[src/rtl/uart_rx_if.sv]
// Serial receive link: the raw line into the receiver and the byte/strobe
// results coming back out of it.
interface uart_rx_if;
    logic       rx;
    logic [7:0] rx_data;
    logic       donerx;
    logic       frame_err;
    logic       busy;

    // Driver of the serial line, consumer of the received bytes
    modport master (
        output rx,
        input  rx_data,
        input  donerx,
        input  frame_err,
        input  busy
    );

    // The receiver itself
    modport slave (
        input  rx,
        output rx_data,
        output donerx,
        output frame_err,
        output busy
    );
endinterface

[src/rtl/uart_rx.sv]
// 8N1 UART receiver, LSB first, single clock domain.
// The asynchronous line is double-flopped, the start bit is validated at its
// middle, and every following bit is sampled one bit period later, i.e. at
// its middle. Good bytes appear on rx_data with a one-cycle donerx strobe; a
// low stop bit yields a one-cycle frame_err and the receiver waits for the
// line to return high before hunting for the next start bit.
module uart_rx #(
    parameter int clk_freq  = 1000000,
    parameter int baud_rate = 9600
) (
    input  logic     clk,
    input  logic     rst,
    uart_rx_if.slave bus
);
    // Clocks per bit and per half bit; at least 4 clocks per bit is assumed.
    localparam int C  = clk_freq / baud_rate;
    localparam int H  = C / 2;
    localparam int CW = (C > 1) ? $clog2(C) : 1;

    localparam logic [CW-1:0] C_LAST  = CW'(C - 1);
    localparam logic [CW-1:0] H_LAST  = CW'(H - 1);
    localparam logic [CW-1:0] CNT_ONE = CW'(1);

    typedef enum logic [2:0] {
        IDLE  = 3'd0,
        START = 3'd1,
        DATA  = 3'd2,
        STOP  = 3'd3,
        WAIT  = 3'd4
    } state_t;

    logic          rx_meta;
    logic          rx_s;
    state_t        state_r;
    logic [CW-1:0] cnt_r;
    logic [2:0]    idx_r;
    logic [7:0]    sh_r;
    logic [7:0]    rx_data_r;
    logic          donerx_r;
    logic          frame_err_r;
    logic          busy_r;

    // Two-flop synchronizer; resets to the idle (high) line level
    always_ff @(posedge clk or posedge rst) begin
        if (rst) begin
            rx_meta <= 1'b1;
            rx_s    <= 1'b1;
        end else begin
            rx_meta <= bus.rx;
            rx_s    <= rx_meta;
        end
    end

    // Frame FSM with bit timing, shift register and registered strobes
    always_ff @(posedge clk or posedge rst) begin
        if (rst) begin
            state_r     <= IDLE;
            cnt_r       <= '0;
            idx_r       <= 3'd0;
            sh_r        <= 8'h00;
            rx_data_r   <= 8'h00;
            donerx_r    <= 1'b0;
            frame_err_r <= 1'b0;
            busy_r      <= 1'b0;
        end else begin
            donerx_r    <= 1'b0;
            frame_err_r <= 1'b0;
            case (state_r)
                IDLE: begin
                    cnt_r <= '0;
                    if (!rx_s) begin
                        state_r <= START;
                        busy_r  <= 1'b1;
                    end
                end
                START: begin
                    if (cnt_r == H_LAST) begin
                        cnt_r <= '0;
                        idx_r <= 3'd0;
                        if (!rx_s) begin
                            state_r <= DATA;
                        end else begin
                            // Line went back high before mid start bit: glitch
                            state_r <= IDLE;
                            busy_r  <= 1'b0;
                        end
                    end else begin
                        cnt_r <= cnt_r + CNT_ONE;
                    end
                end
                DATA: begin
                    if (cnt_r == C_LAST) begin
                        cnt_r <= '0;
                        sh_r  <= {rx_s, sh_r[7:1]};
                        if (idx_r == 3'd7) begin
                            state_r <= STOP;
                        end else begin
                            idx_r <= idx_r + 3'd1;
                        end
                    end else begin
                        cnt_r <= cnt_r + CNT_ONE;
                    end
                end
                STOP: begin
                    if (cnt_r == C_LAST) begin
                        cnt_r <= '0;
                        if (rx_s) begin
                            rx_data_r <= sh_r;
                            donerx_r  <= 1'b1;
                            state_r   <= IDLE;
                            busy_r    <= 1'b0;
                        end else begin
                            // Leave rx_data alone; wait out a break/stuck-low line
                            frame_err_r <= 1'b1;
                            state_r     <= WAIT;
                        end
                    end else begin
                        cnt_r <= cnt_r + CNT_ONE;
                    end
                end
                WAIT: begin
                    cnt_r <= '0;
                    if (rx_s) begin
                        state_r <= IDLE;
                        busy_r  <= 1'b0;
                    end
                end
                default: begin
                    state_r <= IDLE;
                    cnt_r   <= '0;
                    busy_r  <= 1'b0;
                end
            endcase
        end
    end

    assign bus.rx_data   = rx_data_r;
    assign bus.donerx    = donerx_r;
    assign bus.frame_err = frame_err_r;
    assign bus.busy      = busy_r;
endmodule

[src/flat_wrapper.sv]
// flat-port wrapper written by rule: the top's interface ports become plain ports
module uart_rx_flat 
#(
    parameter int clk_freq  = 1000000,
    parameter int baud_rate = 9600
)
  (clk, rst, bus_rx, bus_rx_data, bus_donerx, bus_frame_err, bus_busy);
  uart_rx_if bus_i ();
  input  logic clk;
  input  logic rst;
  input wire logic [$bits(bus_i.rx)-1:0] bus_rx;
  output wire logic [$bits(bus_i.rx_data)-1:0] bus_rx_data;
  output wire logic [$bits(bus_i.donerx)-1:0] bus_donerx;
  output wire logic [$bits(bus_i.frame_err)-1:0] bus_frame_err;
  output wire logic [$bits(bus_i.busy)-1:0] bus_busy;
  assign bus_i.rx = bus_rx;
  assign bus_rx_data = bus_i.rx_data;
  assign bus_donerx = bus_i.donerx;
  assign bus_frame_err = bus_i.frame_err;
  assign bus_busy = bus_i.busy;
  uart_rx #(.clk_freq(clk_freq), .baud_rate(baud_rate)) u_core (.clk(clk), .rst(rst), .bus(bus_i));
endmodule
[config.mk]
export PLATFORM = sky130hd
export DESIGN_NAME = uart_rx_flat
export DESIGN_NICKNAME = d
export VERILOG_FILES = /design/src/rtl/uart_rx_if.sv /design/src/rtl/uart_rx.sv /design/src/flat_wrapper.sv
export SDC_FILE = /design/constraint.sdc
export NUM_CORES = 1
export LEC_CHECK = 0
export BUFFER_PORTS_ARGS = -buffer_cell sky130_fd_sc_hd__buf_2
export CAP_MARGIN = 20
export CORE_UTILIZATION = 50
export CTS_BUF_LIST = sky130_fd_sc_hd__clkbuf_8
export CTS_CLUSTER_SIZE = 24
export DETAILED_ROUTE_END_ITERATION = 6
export PLACE_DENSITY = 0.76
export RECOVER_POWER = 25
export SYNTH_ARGS = -nofsm -noshare
export SYNTH_HDL_FRONTEND = slang
export SYNTH_SLANG_ARGS = --single-unit
[constraint.sdc]
create_clock -name clk -period 2 [get_ports clk]
set_input_delay 0.1 -clock clk [delete_from_list [all_inputs] [get_ports clk]]
set_output_delay 0.1 -clock clk [all_outputs]
set_load 0.01 [all_outputs]
==> results.py, run 1 <==
metrics = {
    "power": {
        "power_leakage_uw": 0.000933,
        "ir_worst_vdd_uv": 545,
        "p_sw_uw": 265,
        "p_seq_share_pct": 46.5,
        "p_per_area_mw_per_mm2": 781,
        "power_frac_comb_pct": 1.3,
        "p_int_uw": 1230,
        "p_sw_share_pct": 17.7,
        "clkPwrFrac_pct": 52.2,
    },
    "route": {
        "firstDrtPassIters": 4,
        "drt_wl_total_mm": 3.08,
        "ant_nets": 0,
        "vias": 1146,
        "post_drt_wl_per_cell_um": 15.2,
        "drt_iter0_markers": 55,
        "vias_per_cell": 5.67,
        "drc": 0,
    },
    "logic_synthesis": {
        "ys_warn_count": 0,
        "synthArstFlopShare_pct": 100,
        "syn-num-nets": 141,
        "yosys_register_bits": 34,
        "seq_area_frac_synth_pct": 53.1,
        "postSynthAreaPerCell_um2": 12.0,
        "syn_area_mm2": 0.00161,
        "synth-edff-count": 0,
        "synthFlopType": "dfrtp_1",
        "synthDistinctLibCells": 41,
        "syn_inst": 134,
    },
    "sta": {
        "fin_tns_setup_ps": 0,
        "fin_skew_ps": 5.49,
        "slew_headroom_pct": 45.7,
        "hold_viol": 0,
        "finalSetupViolations": 0,
        "grt_setup_unrepaired": "no",
        "tightestPinTransition_ps": 815,
        "finalCriticalPeriod_ps": 1790,
        "drv_slew": 0,
        "fmax_ghz": 0.560,
        "period_share_pct": 89.4,
    },
    "floorplan": {
        "start_util_pct": 52.7,
        "ios": 14,
        "fp.dieH_um": 58.7,
        "fp-row-count": 20,
        "core_mm2": 0.00305,
        "die_w_um": 58.7,
        "dieArea_mm2": 0.00345,
    },
    "clock_network": {
        "postCtsSetupRepairBufs": 0,
        "cts_root_buf": "clkbuf_8",
        "path_clk_slew_ps": 70,
        "cts_sinks": 34,
        "cts_buffer_depth": 2,
        "cts_made_buffers": 5,
        "cts_tree": "built",
        "h-tree-depth": 2,
        "insertion_delay_ps": 290,
    },
    "cells_and_area": {
        "seq_area_um2": 853,
        "area_growth_syn_to_layout_pct": 18.9,
        "antenna_cells": 0,
        "drive_gt1_share_pct": 31.0,
        "final_cell_mix": "dfrtp_1 (32), mux2_2 (16), buf_2 (13)",
        "fin_util_pct": 62.6,
        "layout.nets": 164,
        "multi_input_area_um2": 722,
        "n_fill_cell": 261,
        "final_common_cell": "dfrtp_1",
    },
    "critical_path": {
        "worstSetupPathType": "reg2reg",
        "crit_path_end_kind": "flop",
        "required_ps": 2170,
        "worstPathArrival_ps": 1960,
        "path_max_fanout": 8,
        "start_kind": "flop",
        "r2r_cells": 4,
    },
    "grt": {
        "grt_use_total_pct": 21.1,
        "grt_overflow": 0,
        "antenna_found_initial": 0,
        "grt_max_degree": 35,
        "grt_pass1_vias": 1166,
        "grt_pass1_wl_mm": 5.26,
    },
    "worst_hold_path": {
        "whs_path_depth": 0,
        "min_path_type": "reg2reg",
    },
    "run_status": {
        "status": "finished clean",
    },
    "flow_run": {
        "drv_cap": 0,
    },
    "placed_design": {
        "dpl.hpwl_mm": 2.17,
        "portBuffers": 13,
        "gp_congestion": 0.816,
    },
}
[sequential cells by signal (all words and copies together), names as in the netlist]
register	cells
u_core.rx_meta	1
u_core.sh_r	8
u_core.idx_r	3
u_core.rx_s	1
u_core.bus.busy	1
u_core.state_r	3
u_core.bus.rx_data	8
u_core.cnt_r	7
u_core.bus.frame_err	1
u_core.bus.donerx	1
[power by group through the flow]
| stage | clock, uW | sequential (uW) | combinational [uW] |
|---|---|---|---|
| finish | 779 | 693 | 20.1 |
| global route | 817 | 694 | 24.7 |
| CTS | 788 | 693 | 22.0 |
| detailed placement | 0 | 706 | 19.0 |
| global placement | 0 | 706 | 18.4 |
| floorplan | 0 | 706 | 11.7 |
[routing by layer]
metal,part of all wire [%],GRT usage [%],vias to the layer above,routed length [um]
met5,0,0,-,0
met4,1.9,9.52,0,57
met3,3.3,5.93,8,103
met2,50,34.8,19,1530
met1,45,25.9,574,1390
li1,-,-,545,-
[cell type report]
cell class | count | area share [%]
clock buffers | 6 | 4.32
flip-flops and latches | 34 | 44.6
repair buffers | 21 | 6.68
multi-input cells | 92 | 37.8
well taps | 44 | 2.88
clock inverters | 2 | 3.14
inverters | 3 | 0.589
[per-stage QoR]
step                      area, um^2  worst slack [ps]  std cells  hold slack [ps]  power, uW
after floorplan                 1610               332        134              104        717
after global placement          1750               287        192              206        725
after detailed placement        1750               207        192              210        725
after CTS                       1910               204        202              359       1500
after global routing            1910              58.7        202              363       1530
final                           1910               213        202              358       1490
[cell usage after synthesis (2+ instances only)]
cell type	n	area (um^2)
or3_1	2	12.5
ha_1	4	50.1
xor2_1	2	17.5
a32oi_1	2	17.5
clkbuf_1	3	11.3
nand2b_1	2	12.5
nor4bb_1	2	20.0
dfstp_2	2	52.6
nor3b_1	2	15.0
o21ai_1	2	10.0
dfrtp_1	32	801
a21oi_1	6	30.0
a22oi_1	2	15.0
nand3_1	5	25.0
nor4_1	2	12.5
nand4bb_1	2	22.5
nor2b_1	3	18.8
inv_1	3	11.3
mux2_2	16	180
nor2_1	8	30.0
nand2_1	4	15.0
o21ai_0	9	45.0
[critical path, stage by stage (launching register included)]
cell and delay [ps]:
dfrtp_1 400, ha_1 260, nor3b_2 370, nand4_2 300, mux2_2 360
[final timing paths]
check                                startpoint                    end  slack (ps)
worst max-delay path            u_core.cnt_r[0]         u_core.sh_r[1]         210
worst min-delay path             u_core.rx_meta            u_core.rx_s         360
worst max register to register  u_core.cnt_r[0]         u_core.sh_r[1]         210
worst min register to register   u_core.rx_meta            u_core.rx_s         360
max in group asynchronous                   rst  u_core.bus.rx_data[2]         900
min in group asynchronous                   rst         u_core.sh_r[0]         590
[kinds of logic (layout without fill, tap and decap cells)]
family,count (synthesis),after routing,synth area share (%)
muxes,16,16,11.2
buffers and inverters,8,32,2.02
DFF,34,34,53.1
xor gates and xnor gates,3,3,1.63
AOI/OAI and AO/OA,27,27,10.4
adders and majority gates,4,4,3.11
and+or+nand+nor,42,42,18.5
[repair_timing]
item                                   CTS  global route
gates resized for setup                  0             0
hold buffers                             2             0
endpoints found under the hold margin   33             0
Note: power is estimated with default switching activity, not from simulation.
==> run 2: changes to the inputs <==
Clock period 2 ns to 1.7 ns, I/O delays scaled along.
==> results.py, run 2 (synthesized netlist as in run 1, its figures left out) <==
metrics = {
    "run_status": {
        "status": "finished clean",
    },
    "route": {
        "vias": 1211,
        "ant_nets": 0,
        "post_drt_wl_per_cell_um": 15.4,
        "drc": 0,
        "drt_iter0_markers": 56,
        "firstDrtPassIters": 4,
        "drt_wl_total_mm": 3.24,
        "vias_per_cell": 5.77,
    },
    "power": {
        "p_per_area_mw_per_mm2": 807,
        "p_sw_share_pct": 18.8,
        "p_seq_share_pct": 51.3,
        "p_sw_uw": 298,
        "p_int_uw": 1290,
        "power_leakage_uw": 0.000963,
        "ir_worst_vdd_uv": 663,
        "clkPwrFrac_pct": 47.2,
        "power_frac_comb_pct": 1.5,
    },
    "clock_network": {
        "postCtsSetupRepairBufs": 0,
        "path_clk_slew_ps": 70,
        "cts_made_buffers": 5,
        "cts_root_buf": "clkbuf_8",
        "h-tree-depth": 2,
        "cts_buffer_depth": 2,
        "insertion_delay_ps": 280,
        "cts_sinks": 34,
        "cts_tree": "built",
    },
    "sta": {
        "hold_viol": 0,
        "period_share_pct": 95.7,
        "finalCriticalPeriod_ps": 1630,
        "fmax_ghz": 0.615,
        "finalSetupViolations": 0,
        "fin_ws_ps": 73.5,
        "fin_tns_setup_ps": 0,
        "slew_headroom_pct": 46.7,
        "drv_slew": 0,
        "grt_setup_unrepaired": "no",
        "fin_skew_ps": 9.49,
        "tightestPinTransition_ps": 799,
    },
    "floorplan": {
        "ios": 14,
        "fp.dieH_um": 58.7,
        "die_w_um": 58.7,
        "core_mm2": 0.00305,
        "dieArea_mm2": 0.00345,
        "start_util_pct": 52.7,
        "fp-row-count": 20,
    },
    "critical_path": {
        "required_ps": 1860,
        "crit_buf_inv": 1,
        "path_max_fanout": 8,
        "crit_chain": "nand4b_4 -> nor4_4 -> buf_6 -> mux2_2",
        "path_delay_family": "simple AND/OR/NAND/NOR gates",
        "slowest_delay_ps": 450,
        "worstSetupPathType": "reg2reg",
        "start_kind": "flop",
        "cp_slowest_cell": "dfrtp_2",
        "crit_path_end_kind": "flop",
        "worstPathArrival_ps": 1790,
    },
    "placed_design": {
        "portBuffers": 13,
        "dpl.hpwl_mm": 2.17,
        "gp_congestion": 0.831,
        "pre_cts_slack_ps": 24.5,
    },
    "grt": {
        "grt_use_total_pct": 21.4,
        "grt_max_degree": 35,
        "antenna_found_initial": 0,
        "grt_pass1_wl_mm": 5.32,
        "grt_overflow": 0,
        "grt_pass1_vias": 1155,
    },
    "cells_and_area": {
        "area_growth_syn_to_layout_pct": 22.5,
        "drive_gt1_share_pct": 35.5,
        "layout.nets": 172,
        "final_cell_mix": "dfrtp_1 (31), mux2_2 (16), buf_2 (13)",
        "n_fill_cell": 251,
        "seq_area_um2": 855,
        "multi_input_area_um2": 741,
        "final_common_cell": "dfrtp_1",
        "antenna_cells": 0,
    },
    "flow_run": {
        "drv_cap": 0,
    },
    "worst_hold_path": {
        "min_path_type": "reg2reg",
    },
}
## run 2: power groups by stage
stage	clock network [uW]	registers (uW)	logic, uW
floorplan	0	830	13.7
global placement	0	831	21.5
detailed placement	0	831	22.0
CTS	766	816	25.9
global route	798	816	28.4
finish	749	816	23.9
## run 2: per-layer routing
metal  routed length, um  global-route usage [%]
met5                   0                       0
met4                  64                    10.9
met3                 175                    6.81
met2                1690                    33.7
met1                1310                    26.8
## run 2: metrics by stage
step / total power (uW) / hold WS, ps / instance area (um^2) / cells / utilization, %
floorplan: 844 / 89.5 / 1610 / 134 / -
global placement: 852 / 189 / 1810 / 200 / 59.3
detailed placement: 853 / 192 / 1810 / 200 / 59.3
CTS: 1610 / 361 / 1950 / 210 / 63.8
global route: 1640 / 366 / 1970 / 210 / 64.5
finish: 1590 / 360 / 1970 / 210 / 64.5
## run 2: final timing paths
check	startpoint	end	slack (ps)	cells after the start
min in group asynchronous	rst	u_core.cnt_r[5]	580	4
min reg2reg	u_core.rx_meta	u_core.rx_s	360	0
max reg2reg	u_core.cnt_r[4]	u_core.bus.rx_data[6]	70	4
min	u_core.rx_meta	u_core.rx_s	360	0
max	u_core.cnt_r[4]	u_core.bus.rx_data[6]	70	4
max in group asynchronous	rst	u_core.cnt_r[4]	570	4
## run 2: repair_timing
item	CTS	global route
hold buffers	2	0
gates resized for setup	0	5
setup endpoints to repair	0	19
hold endpoints to repair	33	0
## run 2: final cells by class
type / count / share of cell area, %
multi-input combinational: 92 / 37.6
clock buffer: 6 / 4.19
clock inverter: 2 / 1.72
sequential: 34 / 43.4
tap: 44 / 2.80
timing repair buffer: 29 / 9.72
inverter: 3 / 0.572
## run 2: worst reg2reg max path: stages, from the launching register on
cell and delay (ps):
dfrtp_2 450, nand4b_4 240, nor4_4 300, buf_6 180, mux2_2 340
==> run 3: changes to the inputs <==
Settings changed: CAP_MARGIN 20 to 10, PLACE_DENSITY 0.76 to not set, PLACE_DENSITY_LB_ADDON set to 0.25.
==> results.py, run 3 (synthesized netlist as in run 1, its figures left out) <==
metrics = {
    "run_status": {
        "status": "finished clean",
    },
    "cells_and_area": {
        "multi_input_area_um2": 739,
        "antenna_cells": 0,
        "seq_area_um2": 853,
        "final_cell_mix": "dfrtp_1 (32), mux2_2 (16), buf_2 (13)",
        "layout.nets": 172,
        "fin_util_pct": 65.1,
        "drive_gt1_share_pct": 35.5,
        "area_growth_syn_to_layout_pct": 23.7,
        "n_fill_cell": 254,
        "final_common_cell": "dfrtp_1",
        "final_area_mm2": 0.00199,
    },
    "sta": {
        "finalSetupViolations": 0,
        "slew_headroom_pct": 45.3,
        "fmax_ghz": 0.614,
        "fin_skew_ps": 4.93,
        "finalCriticalPeriod_ps": 1630,
        "fin_ws_ps": 71.6,
        "drv_slew": 0,
        "tightestPinTransition_ps": 821,
        "hold_viol": 0,
        "fin_tns_setup_ps": 0,
        "period_share_pct": 95.8,
    },
    "critical_path": {
        "crit_chain": "nand4b_4 -> nor4_4 -> buf_6 -> mux2_2",
        "r2r_cells": 4,
        "crit_path_end_kind": "flop",
        "r2r_setup_slack_ps": 70,
        "cp_slowest_cell": "dfrtp_1",
        "slowest_delay_ps": 450,
        "r2r-start": "u_core.cnt_r[4]",
        "start_kind": "flop",
        "path_max_fanout": 8,
        "required_ps": 1870,
        "path_delay_family": "simple AND/OR/NAND/NOR gates",
        "worstPathArrival_ps": 1800,
        "r2r_end": "u_core.bus.rx_data[7]",
        "worstSetupPathType": "reg2reg",
        "crit_buf_inv": 1,
    },
    "power": {
        "p_seq_share_pct": 47.4,
        "power_leakage_uw": 0.000976,
        "power_frac_comb_pct": 1.4,
        "total_power_uw": 1720,
        "clkPwrFrac_pct": 51.2,
        "p_sw_uw": 315,
        "p_sw_share_pct": 18.3,
        "ir_worst_vdd_uv": 651,
        "p_int_uw": 1410,
        "p_per_area_mw_per_mm2": 866,
    },
    "grt": {
        "antenna_found_initial": 0,
        "grt_use_total_pct": 20.9,
        "grt_pass1_vias": 1209,
        "grt_pass1_wl_mm": 5.33,
        "grt_max_degree": 35,
        "grt_overflow": 0,
    },
    "placed_design": {
        "pre_cts_slack_ps": 39.9,
        "gp_congestion": 0.850,
        "dpl.hpwl_mm": 2.26,
        "portBuffers": 13,
        "place_area_mm2": 0.00181,
    },
    "worst_hold_path": {
        "hold_end": "u_core.rx_s",
        "whs_path_depth": 0,
        "min_path_type": "reg2reg",
        "holdCritStartpoint": "u_core.rx_meta",
    },
    "route": {
        "ant_nets": 0,
        "vias": 1180,
        "drt_wl_total_mm": 3.26,
        "firstDrtPassIters": 4,
        "drc": 0,
        "post_drt_wl_per_cell_um": 15.5,
        "vias_per_cell": 5.62,
        "drt_iter0_markers": 90,
    },
    "clock_network": {
        "cts_made_buffers": 5,
        "postCtsSetupRepairBufs": 0,
        "cts_tree": "built",
        "cts_buffer_depth": 2,
        "h-tree-depth": 2,
        "insertion_delay_ps": 280,
        "cts_root_buf": "clkbuf_8",
        "path_clk_slew_ps": 70,
        "cts_sinks": 34,
    },
    "floorplan": {
        "core_mm2": 0.00305,
        "fp-row-count": 20,
        "start_util_pct": 52.7,
        "fp.dieH_um": 58.7,
        "ios": 14,
        "dieArea_mm2": 0.00345,
        "die_w_um": 58.7,
    },
    "flow_run": {
        "drv_cap": 0,
    },
}
==> run 3: repair_timing <==
item                                    4_1_cts  5_1_grt
hold buffers                                  2        0
endpoints found under the setup margin        0       19
hold endpoints to repair                     33        0
gates resized for setup                       0        4
==> run 3: worst max path at each step <==
| stage | startpoint | endpoint | slack, ps | depth (start not counted) |
|---|---|---|---|---|
| 2_1_floorplan | u_core.cnt_r[0] | u_core.bus.rx_data[0] | 30 | 4 |
| 3_3_place_gp | u_core.cnt_r[4] | u_core.bus.rx_data[0] | 90 | 4 |
| 3_5_place_dp | u_core.cnt_r[1] | u_core.sh_r[0] | 40 | 4 |
| 4_1_cts | u_core.cnt_r[1] | u_core.sh_r[0] | 30 | 4 |
| 5_1_grt | u_core.cnt_r[4] | u_core.bus.rx_data[0] | -10 | 4 |
| 6_report | u_core.cnt_r[4] | u_core.bus.rx_data[7] | 70 | 4 |
==> run 3: metrics by stage <==
stage	hold slack (ps)	std cells
floorplan	89.5	134
global placement	188	200
detailed placement	193	200
CTS	360	210
global route	364	210
finish	360	210
==> run 3: metal layers <==
metal	GRT usage (%)	routed length, um
met2	35.6	1690
met4	6.80	68
met5	0	0
met1	25.0	1330
met3	6.81	173
==> run 3: power by group through the flow <==
| stage | clock network [uW] | registers, uW | logic [uW] |
|---|---|---|---|
| after floorplan | 0 | 830 | 13.7 |
| after detailed placement | 0 | 831 | 22.9 |
| final | 882 | 816 | 24.0 |
| after global placement | 0 | 831 | 21.7 |
| after global routing | 936 | 815 | 29.1 |
| after CTS | 905 | 816 | 26.1 |
==> run 3: area by class of cell <==
type,instances,area share (%)
flip-flops and latches,34,42.9
well taps,44,2.77
repair buffers,29,9.63
clock inverters,3,3.46
inverters,3,0.566
clock buffers,5,3.46
multi-input cells,92,37.2
